--- src/rtl/imem_fetch_pkg.sv ---
// Shared types and constants for the instruction fetch stage.
//   IMemAddrT        : byte address into the instruction spram
//   IMemDataT        : one instruction word as returned by spram data_out
//   FetchEntryT      : queued fetch result {pc, instr}
//   RESET_PC_DEFAULT : default first fetch address after reset
//   align_word()     : clears the byte-offset bits of an address
package imem_fetch_pkg;

  localparam int IMEM_ADDR_W = 16;
  localparam int IMEM_DATA_W = 32;

  typedef logic [IMEM_ADDR_W-1:0] IMemAddrT;
  typedef logic [IMEM_DATA_W-1:0] IMemDataT;

  typedef struct packed {
    IMemAddrT pc;
    IMemDataT instr;
  } FetchEntryT;

  localparam IMemAddrT RESET_PC_DEFAULT = '0;

  function automatic IMemAddrT align_word(input IMemAddrT addr);
    return {addr[IMEM_ADDR_W-1:2], 2'b00};
  endfunction

endpackage

--- src/rtl/imem_fetch_if.sv ---
// Fetch-to-decode handshake bundle.
//   instr_valid : head entry valid          (fetch -> decode)
//   instr_ready : decode accepts head entry (decode -> fetch)
//   instr       : head instruction word     (fetch -> decode)
//   instr_pc    : byte address of instr     (fetch -> decode)
// Modports: master = fetch side, slave = decode side.
interface imem_fetch_if;
  import imem_fetch_pkg::*;

  logic     instr_valid;
  logic     instr_ready;
  IMemDataT instr;
  IMemAddrT instr_pc;

  modport master (
    output instr_valid,
    output instr,
    output instr_pc,
    input  instr_ready
  );

  modport slave (
    input  instr_valid,
    input  instr,
    input  instr_pc,
    output instr_ready
  );

endinterface

--- src/rtl/imem_fetch_queue.sv ---
// Two-entry FIFO of fetched words feeding decode.
//   clk, reset_n : clock, asynchronous active-low reset
//   push, din    : enqueue din at the edge
//   pop          : drop the head entry at the edge
//   flush        : empty the queue at the edge (wins over push/pop)
//   head         : registered head entry (entry 0)
//   count        : number of valid entries, 0..2
// Organised as a 2-deep shift register so the head is always entry 0 and
// comes straight from a flop. The caller guarantees no push when full
// unless the same edge pops, and no pop when empty.
module imem_fetch_queue
  import imem_fetch_pkg::*;
(
  input  logic       clk,
  input  logic       reset_n,
  input  logic       push,
  input  FetchEntryT din,
  input  logic       pop,
  input  logic       flush,
  output FetchEntryT head,
  output logic [1:0] count
);

  FetchEntryT entry0;
  FetchEntryT entry1;

  always_ff @(posedge clk or negedge reset_n) begin
    if (!reset_n) begin
      entry0 <= '0;
      entry1 <= '0;
      count  <= '0;
    end else if (flush) begin
      count <= '0;
    end else begin
      unique case ({push, pop})
        2'b10: begin
          if (count == 2'd0) entry0 <= din;
          else               entry1 <= din;
          count <= count + 2'd1;
        end
        2'b01: begin
          entry0 <= entry1;
          count  <= count - 2'd1;
        end
        2'b11: begin
          // Occupancy unchanged: the new word lands behind whatever stays.
          if (count == 2'd2) begin
            entry0 <= entry1;
            entry1 <= din;
          end else begin
            entry0 <= din;
          end
        end
        default: ;
      endcase
    end
  end

  assign head = entry0;

endmodule

--- src/rtl/imem_fetch.sv ---
// Instruction fetch stage sitting directly in front of the spram.
//   clk            : system clock (shared with spram)
//   reset_n        : asynchronous active-low reset
//   mem_addr       : spram address; spram returns the word one edge later
//   mem_data       : spram data_out for the address registered last edge
//   redirect_valid : load redirect_pc, flushing queue and in-flight fetch
//   redirect_pc    : redirect target (low two bits ignored)
//   fetch          : decode handshake (instr_valid/ready, instr, instr_pc)
// The spram reads every edge; a fetch is "issued" when this block intends
// to keep the word coming back. Issue is throttled so that queued words
// plus the in-flight word never exceed the queue depth, which makes every
// response pushable without back-pressure.
module imem_fetch
  import imem_fetch_pkg::*;
#(
  parameter IMemAddrT RESET_PC = RESET_PC_DEFAULT,
  // Queue storage is a fixed 2-entry structure; DEPTH only sets the issue limit.
  parameter int       DEPTH    = 2
) (
  input  logic     clk,
  input  logic     reset_n,
  output IMemAddrT mem_addr,
  input  IMemDataT mem_data,
  input  logic     redirect_valid,
  input  IMemAddrT redirect_pc,
  imem_fetch_if.master fetch
);

  IMemAddrT   pc_q;
  logic       inflight_q;
  IMemAddrT   inflight_pc_q;

  logic       pop;
  logic       push;
  logic       issue;
  logic [2:0] occ;
  logic [1:0] q_count;
  FetchEntryT q_head;
  FetchEntryT q_din;

  // While reset is asserted the address is pinned regardless of redirect.
  assign mem_addr = !reset_n        ? RESET_PC :
                    redirect_valid  ? align_word(redirect_pc) :
                                      pc_q;

  // A redirect hides the head and cancels the pop so decode never consumes
  // a word from the path being abandoned.
  assign fetch.instr_valid = (q_count != 2'd0) && !redirect_valid;
  assign fetch.instr       = q_head.instr;
  assign fetch.instr_pc    = q_head.pc;

  assign pop   = fetch.instr_valid && fetch.instr_ready;
  assign push  = inflight_q && !redirect_valid;
  assign q_din = '{pc: inflight_pc_q, instr: mem_data};

  // pop implies q_count >= 1, so this never underflows.
  assign occ   = {1'b0, q_count} + {2'b00, inflight_q} - {2'b00, pop};
  assign issue = redirect_valid || (occ < 3'(DEPTH));

  // Edge: register the issued address; the spram answers next cycle.
  always_ff @(posedge clk or negedge reset_n) begin
    if (!reset_n) begin
      pc_q          <= RESET_PC;
      inflight_q    <= 1'b0;
      inflight_pc_q <= RESET_PC;
    end else begin
      inflight_q <= issue;
      if (issue) begin
        pc_q          <= mem_addr + IMemAddrT'(4);
        inflight_pc_q <= mem_addr;
      end
    end
  end

  // Edge: capture the spram response into the decode queue.
  imem_fetch_queue u_queue (
    .clk     (clk),
    .reset_n (reset_n),
    .push    (push),
    .din     (q_din),
    .pop     (pop),
    .flush   (redirect_valid),
    .head    (q_head),
    .count   (q_count)
  );

endmodule

--- src/flat_wrapper.sv ---
// flat-port wrapper written by rule: the top's interface ports become plain ports
module imem_fetch_flat import imem_fetch_pkg::*;
#(
  parameter IMemAddrT RESET_PC = RESET_PC_DEFAULT,
                                                                                 
  parameter int       DEPTH    = 2
)
  (clk, reset_n, mem_addr, mem_data, redirect_valid, redirect_pc, fetch_instr_valid, fetch_instr, fetch_instr_pc, fetch_instr_ready);
  imem_fetch_if fetch_i ();
  input  logic clk;
  input  logic reset_n;
  output IMemAddrT mem_addr;
  input  IMemDataT mem_data;
  input  logic redirect_valid;
  input  IMemAddrT redirect_pc;
  output wire logic [$bits(fetch_i.instr_valid)-1:0] fetch_instr_valid;
  output wire logic [$bits(fetch_i.instr)-1:0] fetch_instr;
  output wire logic [$bits(fetch_i.instr_pc)-1:0] fetch_instr_pc;
  input wire logic [$bits(fetch_i.instr_ready)-1:0] fetch_instr_ready;
  assign fetch_instr_valid = fetch_i.instr_valid;
  assign fetch_instr = fetch_i.instr;
  assign fetch_instr_pc = fetch_i.instr_pc;
  assign fetch_i.instr_ready = fetch_instr_ready;
  imem_fetch #(.RESET_PC(RESET_PC), .DEPTH(DEPTH)) u_core (.clk(clk), .reset_n(reset_n), .mem_addr(mem_addr), .mem_data(mem_data), .redirect_valid(redirect_valid), .redirect_pc(redirect_pc), .fetch(fetch_i));
endmodule
--- config.mk ---
export PLATFORM = sky130hd
export DESIGN_NAME = imem_fetch_flat
export DESIGN_NICKNAME = d
export VERILOG_FILES = /design/src/rtl/imem_fetch_pkg.sv /design/src/rtl/imem_fetch_if.sv /design/src/rtl/imem_fetch_queue.sv /design/src/rtl/imem_fetch.sv /design/src/flat_wrapper.sv
export SDC_FILE = /design/constraint.sdc
export NUM_CORES = 1
export LEC_CHECK = 0
export BUFFER_PORTS_ARGS = -buffer_cell sky130_fd_sc_hd__buf_2
export CAP_MARGIN = 25
export CORE_ASPECT_RATIO = 1.5
export CORE_UTILIZATION = 50
export DETAILED_ROUTE_END_ITERATION = 8
export MAX_ROUTING_LAYER = met4
export PLACE_DENSITY = 0.76
export SLEW_MARGIN = 20
export SYNTH_ARGS = -nofsm -noshare
export SYNTH_HDL_FRONTEND = slang
export SYNTH_SLANG_ARGS = --single-unit
--- constraint.sdc ---
create_clock -name clk -period 2.4 [get_ports clk]
set_input_delay 0.6 -clock clk [delete_from_list [all_inputs] [get_ports clk]]
set_output_delay 0.6 -clock clk [all_outputs]
set_load 0.005 [all_outputs]
==> out/results.txt, run 1 <==
leakage - 3.93 nW
Total Power - 9.24 mW
synthesized area per cell - 11.1 µm²
sum of negative setup slack - 0 ps
CTS Root Buffer Type - clkbuf_16
Synth Flop Type - dfrtp_1
Initial DRC Count - 158
final slew viol count - 0
Post-Layout Cell Count - 848
Final Net Count - 740
Total GRT Usage - 23.3%
Switch Pwr - 2.93 mW
post-route cell area - 0.00766 mm²
H-tree depth - 4
synthesis-to-finish area growth - 29.3%
core area - 0.0115 mm²
n_diodes - 0
crit path max fanout - 27
final setup vio count - 0
syn_nets - 590
Crit. End Element - output port
PD cells - 1210 mW/mm²
Clock Latency Late Sink - 410 ps
Synth Instances - 536
Post-DRT Antenna Nets - 0
largest net degree at the start of global routing - 82
Critical Path AT - 1660 ps
Fill cells - 905
CP required - 1800 ps
Die ar. - 0.0123 mm²
Vias - 4354
Clock transition at path regs - 60 ps
CTS tree - built
Die H - 135 µm
RSZ-0062 raised after global routing - false
drt total wl - 12800 µm
setup bufs post-CTS - 0
asr flop ratio synth - 100%
layout cells sized above 1 - 30.8%
Initial DRT Pass Iterations - 4
Least-Margin Pin Slew - 547 ps
Inst Count DP - 817
# rows - 48
outcome - completed
Starting Density - 51.4%
Synth Register Bits - 129
antenna violations before repair - 0
final hold violation count - 0
CTS Buffer Depth - 2
post-synthesis cell type count - 39
width of the die - 90.9 µm
DPL Wire Length - 9040 µm
fmax - 443 MHz
boundary pin count - 117
Reg power frac - 40.0%
global-route wire length before repair - 21800 µm
Internal - 6.30 mW
setup ws final - 144 ps
Clk pwr share - 28.5%
Seq/Total Area, Yosys - 54.5%
Startpoint Class - input port
EDFF count, synth - 0
skew final - 8.63 ps
post-layout util - 66.5%
average wire per standard cell - 15.1 µm
Hold WC Path Type - in -> async
RD Place Congestion - 0.820
Clock Sinks - 129
pre-CTS WS - -36.3 ps
sw frac - 31.8%
Fin Hold WS - 141 ps
Synth Warn # - 0
vias in the first global route - 4569
max cap viols - 0
Vias/cell - 5.13
Final period util - 94.0%
Remaining Overflow, GRT - 0
combinational share of power - 31.5%
min Tclk post-route - 2260 ps
DRC Markers - 0
PortBufs - 114
relative slew slack - 62.6%
number of CTS-inserted buffers - 17
area post-placement - 0.00703 mm²
cell area after synthesis - 0.00593 mm²
worst vdd ir - 0.000637 V
Setup CP Type - in -> out
[state kept, by name (all words and copies together) (netlist names)]
register	flops
u_core.inflight_pc_q	16
u_core.pc_q	14
u_core.u_queue.count	2
u_core.u_queue.entry1	48
u_core.inflight_q	1
u_core.u_queue.head	48
[routing by layer]
metal | wire length (µm) | part of all wire (%) | track usage, %
met3 | 510 | 4.0 | 4.55
met2 | 6650 | 52 | 39.4
met5 | 0 | 0 | -
met4 | 172 | 1.3 | 7.76
met1 | 5480 | 43 | 28.0
[cells in the final DEF (no fill, tap or decap), drive strengths merged, types with 2 or more instances in the layout]
| master | instances |
|---|---|
| nor2 | 64 |
| mux2i | 57 |
| a21oi | 52 |
| mux2 | 53 |
| nand4 | 3 |
| nor3 | 3 |
| nand2 | 50 |
| clkinv | 2 |
| nor2b | 3 |
| xnor2 | 12 |
| a211oi | 4 |
| xor2 | 3 |
| clkinvlp | 4 |
| nand3 | 11 |
| dfrtp | 129 |
| bufinv | 3 |
| buf | 163 |
| nand3b | 6 |
| o21ai | 24 |
| and2 | 2 |
| nand2b | 5 |
| inv | 14 |
| clkbuf | 22 |
[cell type report]
cell class | count | area, µm² | share of cell area, %
clock buffers | 22 | 484 | 6.32
flip-flops and latches | 129 | 3230 | 42.1
clock inverters | 9 | 130 | 1.70
multi-input cells | 361 | 2530 | 33.0
inverters | 14 | 52.6 | 0.686
well taps | 150 | 188 | 2.45
repair buffers | 163 | 1050 | 13.7
[cells in the mapped netlist (all sizes together), types with 2 or more instances]
cell    number  share of area (%)
xnor2       12                1.8
dfrtp      129                 54
mux2        53                 10
inv         14               0.89
nand4        3               0.32
mux2i       57                9.6
nor3         3               0.25
clkbuf      14               0.89
o21ai       24                2.0
buf         18                1.9
a211oi       4               0.72
and2         2               0.21
nand3b       6                1.2
nand3       11               0.93
xor2         3               0.44
a21oi       52                4.5
nor2b        3               0.32
nand2       50                3.2
nand2b       5               0.53
nor2        64                4.1
[worst paths after layout]
path	startpoint	end	slack (ps)	cells after the start
worst max-delay path	redirect_valid	mem_addr[15]	140	6
worst min-delay path	reset_n	u_core.u_queue.head[32]$_DFFE_PN0P_	140	2
worst max register to register	u_core.u_queue.count[0]$_DFFE_PN0P_	u_core.pc_q[13]$_DFFE_PN0P_	270	9
worst min register to register	u_core.u_queue.entry1[4]$_DFFE_PN0P_	u_core.u_queue.entry1[4]$_DFFE_PN0P_	490	1
max in group asynchronous	reset_n	u_core.u_queue.head[8]$_DFFE_PN0P_	1270	4
min in group clk	mem_data[28]	u_core.u_queue.entry1[28]$_DFFE_PN0P_	420	2
[worst max-delay path: stages]
cell and delay, ps:
buf_2 130, buf_6 250, mux2_1 340, nand2_1 150, inv_1 50, buf_2 120
[repair_timing]
item                                    4_1_cts  5_1_grt
endpoints found under the hold margin         0        0
endpoints found under the setup margin        2        3
resized for setup                             1        0
hold buffers                                  0        0
pin swaps                                     0        0
[power groups by stage]
stage / sequential, mW / combinational (mW) / clock, mW
floorplan: 3.62 / 1.73 / 0
global placement: 3.65 / 2.81 / 0
detailed placement: 3.73 / 2.91 / 0
CTS: 3.70 / 2.94 / 2.68
global route: 3.81 / 3.24 / 2.78
finish: 3.70 / 2.91 / 2.63
[kinds of logic after synthesis]
| group | Yosys count | synth area share, % |
|---|---|---|
| and+or+nand+nor | 149 | 11.4 |
| xor gates and xnor gates | 15 | 2.22 |
| DFF | 129 | 54.5 |
| AOI/OAI and AO/OA | 85 | 7.96 |
| buffers and inverters | 46 | 3.67 |
| adders and majority gates | 2 | 0.549 |
| muxes | 110 | 19.8 |
Power figures use the tool's default switching activity.
==> run 2: changes to the inputs <==
Settings changed: PLACE_DENSITY 0.76 to default, PLACE_DENSITY_LB_ADDON from default to 0.2.
==> out/results.txt, run 2 (synthesis gave the netlist of run 1 again) <==
Least-Margin Pin Slew - 603 ps
width of the die - 90.9 µm
Initial DRC Count - 154
leakage - 3.88 nW
CP required - 1800 ps
slowest CP cell - mux2i_1
worst vdd ir - 0.000619 V
most common cell after layout, fill and taps aside - dfrtp_1
number of CTS-inserted buffers - 17
n_diodes - 0
Starting Density - 51.4%
final setup vio count - 0
RSZ-0062 raised after global routing - false
Remaining Overflow, GRT - 0
CTS Buffer Depth - 2
synthesis-to-finish area growth - 27.9%
Clock Latency Late Sink - 410 ps
Post-DRT Antenna Nets - 0
crit path max fanout - 25
Vias - 4331
RD Place Congestion - 0.879
Setup CP Type - in -> out
sum of negative setup slack - 0 ps
Startpoint Class - input port
cts hold-fix bufs - 0
max incr delay on CP - 280 ps
skew final - 9.33 ps
global-route wire length before repair - 20600 µm
Critical Path Source - redirect_valid
area post-placement - 0.00695 mm²
outcome - completed
Initial DRT Pass Iterations - 5
Die ar. - 0.0123 mm²
average wire per standard cell - 14.6 µm
drt total wl - 12200 µm
antenna violations before repair - 0
CTS tree - built
PortBufs - 114
vias in the first global route - 4325
layout cells sized above 1 - 29.7%
boundary pin count - 117
CTS Root Buffer Type - clkbuf_16
PD cells - 1210 mW/mm²
DPL Wire Length - 8540 µm
critical path's most frequent cell - buf_2
# resized after CTS - 0
Final period util - 95.8%
Post-Layout Cell Count - 836
setup bufs post-CTS - 0
Hold WC Path Type - in -> async
CP top delay family - buffers and inverters
CP bufs+invs - 5
final slew viol count - 0
Total GRT Usage - 21.9%
Critical Path AT - 1700 ps
Inst Count DP - 804
final hold violation count - 0
r2r startpoint - u_core.u_queue.count[0]$_DFFE_PN0P_
Die H - 135 µm
Clock Sinks - 129
Final Net Count - 727
leading cell types in the layout, fill and taps excluded - dfrtp_1, buf_2, nor2_1
worst-path cell chain - buf_2 > buf_4 > buf_12 > mux2i_1 > nand2b_1 > inv_2 > buf_2
Vias/cell - 5.18
# rows - 48
H-tree depth - 4
Clock transition at path regs - 50 ps
DRC Markers - 0
max cap viols - 0
relative slew slack - 59.8%
core area - 0.0115 mm²
Crit. End Element - output port
fmax - 435 MHz
post-route cell area - 0.00758 mm²
r2r setup slk - 250 ps
largest net degree at the start of global routing - 54
min Tclk post-route - 2300 ps
-- run 2: cell types whose count changed in the layout (fill, tap and decap cells not counted) --
cell,delta
buf_4,-12
buf_6,-1
bufinv_16,+1
clkbuf_1,-1
clkbuf_8,-4
clkinv_4,+4
clkinvlp_4,-3
inv_6,+4
-- run 2: stage by stage --
step	hold WS (ps)	setup WS [ps]	power [mW]	util [%]
6_report	179	99.7	9.20	65.7
3_5_place_dp	467	-50.2	6.55	60.3
5_1_grt	186	10.9	9.83	65.7
3_3_place_gp	459	-16.7	6.38	60.3
4_1_cts	176	81.6	9.32	65.7
2_1_floorplan	304	-297	5.35	-
-- run 2: power breakdown --
group / internal, mW / switching [mW] / total (mW)
clock network: 1.75 / 0.970 / 2.72
logic: 1.38 / 1.43 / 2.80
registers: 3.12 / 0.551 / 3.67
-- run 2: worst reg2reg max path, cell delays in order (launching register included) --
cell	delay (ps)
dfrtp_1	460
nor2_1	100
nor2_2	110
nand3b_1	120
fa_2	390
xnor2_2	140
nor2_2	150
nor2_4	60
inv_2	130
mux2_1	360
-- run 2: layer usage --
layer	global-route usage [%]	share of wire, %
met5	-	0
met4	8.91	1.6
met3	4.83	3.8
met2	36.2	51
met1	26.0	44
-- run 2: final timing paths --
check / endpoint / depth (start not counted)
hold reg to reg: u_core.pc_q[2]$_DFFE_PN0P_ / 1
setup / recovery: mem_addr[13] / 7
max in group asynchronous: u_core.u_queue.head[14]$_DFFE_PN0P_ / 3
hold / removal: u_core.inflight_pc_q[4]$_DFFE_PN0P_ / 2
min in group clk: u_core.u_queue.entry1[19]$_DFFE_PN0P_ / 2
setup reg to reg: u_core.inflight_pc_q[3]$_DFFE_PN0P_ / 9
-- run 2: layout make-up --
| type | instances | area (µm²) |
|---|---|---|
| Clock buffer | 17 | 425 |
| Clock inverter | 15 | 208 |
| Fill cell | 961 | 3950 |
| Inverter | 14 | 52.6 |
| Multi-Input combinational cell | 361 | 2530 |
| Sequential cell | 129 | 3230 |
| Tap cell | 150 | 188 |
| Timing Repair Buffer | 150 | 947 |
==> run 3: changes to the inputs <==
Settings changed: CORE_UTILIZATION 50 to 35.
==> out/results.txt, run 3 (synthesis gave the netlist of run 1 again) <==
min Tclk post-route - 2300 ps
r2r setup slk - 310 ps
relative slew slack - 59.0%
Critical Path AT - 1700 ps
worst r2r dst - u_core.inflight_pc_q[13]$_DFFE_PN0P_
final hold violation count - 0
setup bufs post-CTS - 0
Die ar. - 0.0175 mm²
Total GRT Usage - 16.7%
fmax - 435 MHz
Initial DRT Pass Iterations - 6
Initial DRC Count - 198
Final period util - 95.9%
n_diodes - 0
vias in the first global route - 4513
drt total wl - 13000 µm
H-tree depth - 4
Clock Latency Late Sink - 410 ps
Fill cells - 1565
synthesis-to-finish area growth - 29.8%
leakage - 3.91 nW
CTS Buffer Depth - 2
Least-Margin Pin Slew - 614 ps
Setup CP Type - in -> out
layout cells sized above 1 - 30.2%
cts hold-fix bufs - 0
final setup vio count - 0
CTS Root Buffer Type - clkbuf_16
Die H - 161 µm
core area - 0.0164 mm²
Final Net Count - 733
Total Power - 9.33 mW
Crit. End Element - output port
global-route wire length before repair - 22100 µm
PortBufs - 114
width of the die - 108 µm
max cap viols - 0
crit path max fanout - 25
boundary pin count - 117
pre-CTS WS - -35.2 ps
# resized after CTS - 0
Post-DRT Antenna Nets - 0
final slew viol count - 0
setup ws final - 99.3 ps
leading cell types in the layout, fill and taps excluded - dfrtp_1, buf_2, nor2_1
outcome - completed
Vias - 4269
PD cells - 1210 mW/mm²
antenna violations before repair - 0
average wire per standard cell - 14.5 µm
worst vdd ir - 0.000472 V
Vias/cell - 4.75
most common cell after layout, fill and taps aside - dfrtp_1
Starting Density - 36.1%
RD Place Congestion - 0.868
RSZ-0062 raised after global routing - false
number of CTS-inserted buffers - 17
skew final - 10.6 ps
r2r startpoint - u_core.u_queue.count[0]$_DFFE_PN0P_
# rows - 57
Clock Sinks - 129
DPL Wire Length - 9060 µm
Startpoint Class - input port
post-layout util - 46.9%
Remaining Overflow, GRT - 0
CP required - 1800 ps
Register-to-Register Path Depth - 11
Clock transition at path regs - 60 ps
DRC Markers - 0
largest net degree at the start of global routing - 97
Hold WC Path Type - in -> async
CTS tree - built
## run 3: cell type report
type                    instances  area, µm²  share of cell area (%)
clock buffers                  20        457                    5.94
flip-flops and latches        129       3230                    42.0
clock inverters                12        206                    2.69
well taps                     206        258                    3.35
inverters                      14       52.6                   0.683
multi-input cells             361       2530                    32.9
repair buffers                156        955                    12.4
## run 3: critical path: stages
cell and delay (ps):
buf_2 120, buf_4 150, buf_12 170, mux2i_1 340, nor2_1 160, buf_2 160
## run 3: worst max path at each step
stage	to	cells past startpoint	slack, ps	start
2_1_floorplan	u_core.inflight_pc_q[3]$_DFFE_PN0P_	13	-300	redirect_valid
6_report	mem_addr[4]	6	100	redirect_valid
3_5_place_dp	u_core.pc_q[7]$_DFFE_PN0P_	12	-40	redirect_valid
4_1_cts	mem_addr[4]	6	80	redirect_valid
3_3_place_gp	u_core.pc_q[13]$_DFFE_PN0P_	10	-6	redirect_valid
5_1_grt	mem_addr[13]	7	30	redirect_valid
## run 3: power breakdown
part	internal, mW	switching, mW
combinational	1.38	1.43
sequential	3.12	0.535
clock	1.91	0.961
total	6.41	2.92
## run 3: metrics by stage
step / cells / area [µm²] / hold WS (ps) / setup TNS, ps
6_report: 898 / 7690 / 144 / 0
5_1_grt: 898 / 7690 / 141 / 0
4_1_cts: 898 / 7690 / 129 / 0
3_5_place_dp: 866 / 7030 / 476 / -328
3_3_place_gp: 866 / 7030 / 463 / -6.01
2_1_floorplan: 536 / 5980 / 304 / -5070
## run 3: metal layers
| layer | track usage [%] | part of all wire, % | wire length [µm] |
|---|---|---|---|
| met3 | 3.47 | 4.0 | 525 |
| met5 | - | 0 | 0 |
| met4 | 5.60 | 1.1 | 146 |
| met2 | 27.0 | 50 | 6480 |
| met1 | 20.5 | 45 | 5840 |
